===== config.mk =====
export PLATFORM = sky130hd
export DESIGN_NAME = sha3_digest_tx
export DESIGN_NICKNAME = d
export VERILOG_FILES = /design/src/rtl/sha3_pkg.sv /design/src/rtl/sha3_digest_tx.sv
export SDC_FILE = /design/constraint.sdc
export NUM_CORES = 2
export LEC_CHECK = 0
export ABC_AREA = 1
export CORE_MARGIN = 2
export CORE_UTILIZATION = 31
export CTS_CLUSTER_DIAMETER = 50
export DETAILED_ROUTE_END_ITERATION = 10
export HOLD_SLACK_MARGIN = 0.15
export MAX_ROUTING_LAYER = met4
export SLEW_MARGIN = 20
export SYNTH_ARGS = -nofsm -noshare
export SYNTH_HDL_FRONTEND = slang
export SYNTH_SLANG_ARGS = --single-unit

===== constraint.sdc =====
create_clock -name ACLK -period 22.6 [get_ports ACLK]
set_clock_uncertainty 0.2 [all_clocks]
set_input_delay 3.39 -clock ACLK [delete_from_list [all_inputs] [get_ports ACLK]]
set_output_delay 3.39 -clock ACLK [all_outputs]
set_load 0.02 [all_outputs]

===== src/rtl/sha3_pkg.sv =====
// -----------------------------------------------------------------------------
// sha3_pkg
// Shared SHA-3 definitions used by the input padder, the rate selection and the
// digest transmitter.
//   sha3_mode_t        : digest length selector (224/256/384/512)
//   LANE_W             : Keccak lane / stream word width in bits
//   MAX_DIGEST_W       : widest digest in bits (eight lanes)
//   digest_last_idx    : index of the final lane of a digest of the given mode
//   digest_last_bytes  : valid bytes in that final lane (0 means all 8)
//   lane_select        : extracts one big-endian lane of a digest and blanks
//                        the bytes past the digest length on the final lane
// -----------------------------------------------------------------------------
package sha3_pkg;

  localparam int LANE_W       = 64;
  localparam int MAX_DIGEST_W = 512;

  typedef enum logic [1:0] {
    SHA3_224 = 2'd0,
    SHA3_256 = 2'd1,
    SHA3_384 = 2'd2,
    SHA3_512 = 2'd3
  } sha3_mode_t;

  function automatic logic [2:0] digest_last_idx(input sha3_mode_t mode);
    logic [2:0] idx_s;
    case (mode)
      SHA3_224: idx_s = 3'd3;
      SHA3_256: idx_s = 3'd3;
      SHA3_384: idx_s = 3'd5;
      SHA3_512: idx_s = 3'd7;
      default:  idx_s = 3'd7;
    endcase
    return idx_s;
  endfunction

  // Only SHA3-224 (28 bytes) ends part-way through a lane.
  function automatic logic [2:0] digest_last_bytes(input sha3_mode_t mode);
    logic [2:0] bytes_s;
    case (mode)
      SHA3_224: bytes_s = 3'd4;
      SHA3_256: bytes_s = 3'd0;
      SHA3_384: bytes_s = 3'd0;
      SHA3_512: bytes_s = 3'd0;
      default:  bytes_s = 3'd0;
    endcase
    return bytes_s;
  endfunction

  // Lane 0 sits in the top 64 bits, so lane idx starts at bit 64*(7-idx).
  function automatic logic [LANE_W-1:0] lane_select(
    input logic [MAX_DIGEST_W-1:0] digest,
    input logic [2:0]              idx,
    input logic                    is_last,
    input logic [2:0]              last_bytes
  );
    logic [8:0]        base_s;
    logic [LANE_W-1:0] word_s;
    logic              keep_s;
    base_s = {3'd7 - idx, 6'd0};
    word_s = digest[base_s +: LANE_W];
    for (int b = 0; b < 8; b++) begin
      keep_s = !(is_last && (last_bytes != 3'd0) && (b >= int'(last_bytes)));
      word_s[LANE_W-1-8*b -: 8] = keep_s ? word_s[LANE_W-1-8*b -: 8] : 8'd0;
    end
    return word_s;
  endfunction

endpackage


===== src/rtl/sha3_digest_tx.sv =====
// -----------------------------------------------------------------------------
// sha3_digest_tx
// Takes one finished Keccak digest from the permutation core and streams it out
// as 64-bit AXI-Stream words, first digest byte in TDATA[63:56].
//   ACLK, ARESET   : clock, asynchronous active-high reset
//   digest_valid   : digest_data / mode are valid
//   digest_ready   : a digest can be accepted this cycle
//   digest_data    : digest, byte 0 in [511:504]
//   mode           : 0=SHA3-224 1=SHA3-256 2=SHA3-384 3=SHA3-512
//   TDATA/TVALID/TREADY/TLAST : AXI-Stream master
//   byte_num       : valid bytes of the TLAST word (0 = all 8), 0 otherwise
// -----------------------------------------------------------------------------
module sha3_digest_tx #(
  parameter int DATA_W       = 64,
  parameter int MAX_DIGEST_W = 512
) (
  input  logic                    ACLK,
  input  logic                    ARESET,
  input  logic                    digest_valid,
  output logic                    digest_ready,
  input  logic [MAX_DIGEST_W-1:0] digest_data,
  input  logic [1:0]              mode,
  output logic [DATA_W-1:0]       TDATA,
  output logic                    TVALID,
  input  logic                    TREADY,
  output logic                    TLAST,
  output logic [2:0]              byte_num
);

  import sha3_pkg::sha3_mode_t;
  import sha3_pkg::digest_last_idx;
  import sha3_pkg::digest_last_bytes;
  import sha3_pkg::lane_select;

  typedef enum logic {
    ST_IDLE = 1'b0,
    ST_SEND = 1'b1
  } tx_state_t;

  tx_state_t                state_r;
  logic [2:0]               idx_r;
  logic [2:0]               last_idx_r;
  logic [2:0]               last_bytes_r;
  logic [MAX_DIGEST_W-1:0]  digest_r;
  logic [DATA_W-1:0]        tdata_r;
  logic                     tvalid_r;
  logic                     tlast_r;
  logic [2:0]               byte_num_r;

  logic                     beat_s;
  logic                     last_beat_s;
  logic                     ready_s;
  logic                     accept_s;
  sha3_mode_t               mode_s;
  logic [2:0]               new_last_idx_s;
  logic [2:0]               new_last_bytes_s;
  logic                     new_first_last_s;
  logic [DATA_W-1:0]        first_word_s;
  logic [2:0]               next_idx_s;
  logic                     next_last_s;
  logic [DATA_W-1:0]        next_word_s;

  // Handshake decode plus the word that will be presented after this edge.
  always_comb begin
    beat_s           = tvalid_r & TREADY;
    last_beat_s      = beat_s & tlast_r;
    // Ready on the final handshake lets a new digest follow with no gap.
    ready_s          = (state_r == ST_IDLE) | last_beat_s;
    accept_s         = digest_valid & ready_s;
    mode_s           = sha3_mode_t'(mode);
    new_last_idx_s   = digest_last_idx(mode_s);
    new_last_bytes_s = digest_last_bytes(mode_s);
    new_first_last_s = (new_last_idx_s == 3'd0);
    // The first word comes straight from the input so it is valid one cycle
    // after acceptance.
    first_word_s     = lane_select(digest_data, 3'd0, new_first_last_s, new_last_bytes_s);
    next_idx_s       = idx_r + 3'd1;
    next_last_s      = (next_idx_s == last_idx_r);
    next_word_s      = lane_select(digest_r, next_idx_s, next_last_s, last_bytes_r);
  end

  // Transmit FSM, lane counter and registered stream outputs.
  always_ff @(posedge ACLK or posedge ARESET) begin
    if (ARESET) begin
      state_r      <= ST_IDLE;
      idx_r        <= 3'd0;
      last_idx_r   <= 3'd0;
      last_bytes_r <= 3'd0;
      digest_r     <= '0;
      tdata_r      <= '0;
      tvalid_r     <= 1'b0;
      tlast_r      <= 1'b0;
      byte_num_r   <= 3'd0;
    end else if (accept_s) begin
      state_r      <= ST_SEND;
      idx_r        <= 3'd0;
      last_idx_r   <= new_last_idx_s;
      last_bytes_r <= new_last_bytes_s;
      digest_r     <= digest_data;
      tdata_r      <= first_word_s;
      tvalid_r     <= 1'b1;
      tlast_r      <= new_first_last_s;
      byte_num_r   <= new_first_last_s ? new_last_bytes_s : 3'd0;
    end else if (last_beat_s) begin
      state_r      <= ST_IDLE;
      idx_r        <= 3'd0;
      tdata_r      <= '0;
      tvalid_r     <= 1'b0;
      tlast_r      <= 1'b0;
      byte_num_r   <= 3'd0;
    end else if (beat_s) begin
      idx_r        <= next_idx_s;
      tdata_r      <= next_word_s;
      tlast_r      <= next_last_s;
      byte_num_r   <= next_last_s ? last_bytes_r : 3'd0;
    end else begin
      // Stalled or idle: every output register holds its value.
      state_r      <= state_r;
    end
  end

  assign digest_ready = ready_s;
  assign TDATA        = tdata_r;
  assign TVALID       = tvalid_r;
  assign TLAST        = tlast_r;
  assign byte_num     = byte_num_r;

endmodule


==> results.md <==
* Run status: completed
* RSZ-0062 raised after global routing: no
* Via count at 24800
* Fraction of layout instances using a drive strength above 1 at 4.33%
* Adder-Cell Fraction of Synth Area at 0.0451%
* DR iter-0 viols at 1845
* Clock transition at path regs at 0.05 ns
* Synth area leaders: dfrtp_1, nand2_1, o21ai_0
* Leak at 0.0179 uW
* Top-level I/O count at 588
* Most frequent CP cell: clkdlybuf4s50_1
* Total wire length at 100000 microns
* Startpoint types: primary input
* Post-cts sizing count at 0
* Mux share of post-synthesis cell area at 0%
* Most common cell after layout, fill and taps aside: nand2_1
* Measured slew at the worst slew-check pin at 1.06 ns
* Yosys top cell by area: dfrtp_1
* Area share of the largest cell type after synthesis at between 50% and 60%
* Mapped Area at between 0.02 and 0.03 sq mm
* Root Driver: clkbuf_16
* M1 wire length at 40200 microns
* Synthesis warning total at 0
* Fin nets at 4676
* CP max stage delay at 0.62 ns
* Post-Route Utilization at 42.0%
* Post-synthesis xor/xnor area fraction at 0.0316%
* Fin. max-slew vios at 0
* Setup Buffers After CTS at 0
* Max layer used: met4
* Max Root-Sink Buffers at 3
* Worst slew margin at 28.8%
* Final setup fails at 0
* Vias per inst at 4.58
* WL per Instance at 18.5 microns
* Syn Area/Cell at 7.53 sq um
* Required time of the worst setup path at 19.01 ns
* Worst vdd ir at 0.000125 V
* Met2 Wirelength at 49100 microns
* CTS sink cnt at 586
* Met3 WL at 7920 microns
* Final worst path period share at 36.9%
* Area grow syn2layout at 34.2%
* Part of the Yosys area used for sequential elements at a little over half
* Simple-gate share of the synthesized area at between 20% and 30%
* Final Hold Vio Count at 0
* CTS H-tree lvls at 3
* Core area at between 0.08 and 0.09 sq mm
* Initial antenna violation count at 27
* Largest family of logic cells by synthesized area: simple AND/OR/NAND/NOR gates
* Clock Latency Late Sink at 0.63 ns
* Hold Path Class: reg -> reg
* Die height at between 300 and 400 microns
* Placed cells at roughly 5200
* 1st-pass router iterations at 7
* Commonest cells after routing, fill and taps aside: nand2_1, dfrtp_1, clkdlybuf4s50_1
* Routability Congestion at 0.917
* Vias in the first global route at 24600
* Die footprint at about 0.092 sq mm
* Syn Inst Count at 3683
* IO buf count at 585
* Critical path class: in -> out
* Final Critical Period at 8.35 ns
* GRT overflow at 0
* Finished Layout Cells at 5414
* Maximum clock frequency at 120 MHz
* CP max stage cell: clkdlybuf4s50_1
* Post-route ant nets at 0
* Max-cap violations at 0
* Initial Utilization at 31.3%
* Pwr dens at 148 mW/mm^2
* Crit. End Element: output port
* First-pass GRT wire length at 150000 microns
* Yosys reg bits at just under 600
* Arr. time, crit path at 4.76 ns
* CTS Hold Buffers Added at 0
* Largest net degree at the start of global routing at 264
* # rows at 109
* Global Route Usage Sum at 22.2%
* CTS tree: yes
* Post-synthesis compound-gate area fraction at a little under a tenth
* Hpwl dp at 68300 microns
* Horiz. Die Dim at 303 microns
* Setup TNS at 0 ns
* Worst path cell trace: clkdlybuf4s50_1, nand3_1, nand2_1, clkdlybuf4s50_1
* CTS Buf Count at 83
* Worst Path Max Fanout at 3
* Synth unique cells at 25
* Drc violations at 0
* Total power at 5500 uW
[logic make-up after synthesis]
group	count (synthesis)
xor gates and xnor gates	1
DFF	586
buffers and inverters	781
and+or+nand+nor	1793
AOI/OAI and AO/OA	520
adders and majority gates	1
other	1
[Yosys cell counts]
cell	instances
nand3b_1	1
nand3_1	291
nor2_1	2
nand2_1	1460
o22ai_1	1
o31ai_1	1
a21oi_1	1
nor2_4	2
dfrtp_1	586
nor2_8	2
buf_1	14
o21ai_0	517
buf_4	13
nand2_2	1
inv_2	3
clkbuf_2	10
buf_2	148
ha_1	1
clkbuf_1	37
conb_1	1
buf_6	3
or2_2	1
xnor2_1	1
inv_1	553
nand4_1	33
[final timing paths]
path	slack [ns]	cells after the start	start	to
max	14.25	4	TREADY	digest_ready
min	0.28	2	TDATA[62]	TDATA[62]
max reg2reg	17.83	7	TLAST	digest_r[248]
min reg2reg	0.28	2	TDATA[62]	TDATA[62]
max in group asynchronous	16.83	4	ARESET	digest_r[285]
min in group asynchronous	3.12	2	ARESET	digest_r[55]
[flip-flops by register name, summed over array words and instances (netlist names)]
register and cells:
digest_r 512, TVALID 1, TDATA 64, TLAST 1, last_bytes_r 1, byte_num 1
idx_r 3, last_idx_r 3
[layer usage]
layer  global-route usage [%]  vias up
met3                     6.12      150
met1                     25.6    11600
met2                     37.2      731
li1                         -    12300
met5                        -        -
met4                     7.05        0
[through the flow]
step	worst slack (ns)	hold slack, ns	cell area [sq um]
2_1_floorplan	2.61	0.257	27700
3_3_place_gp	14.27	0.266	34200
3_5_place_dp	14.27	0.271	34300
4_1_cts	14.26	0.284	37100
5_1_grt	14.22	0.294	37200
6_report	14.25	0.279	37200
[power breakdown]
group,switching (uW),leakage [uW],internal [uW]
logic,1610,0.00932,778
registers,176,0.00715,1570
clock network,535,0.00141,834
total,2320,0.0179,3180
[cell type report]
cell class                      count  area [sq um]
Multi-Input combinational cell   2317          9900
Clock buffer                      107          2300
Antenna cell                       26          65.1
Clock inverter                     44           596
Tap cell                         1165          1460
Timing Repair Buffer              613          6120
Inverter                          556          2110
Fill cell                        8933         51300
Sequential cell                   586         14700
[worst max-delay path: cells and delay by family]
kind	cells	cell delay, ns
buffers and inverters	2	1.14
AND/OR/NAND/NOR	2	0.23
Note: power is estimated with default switching activity, not from simulation.
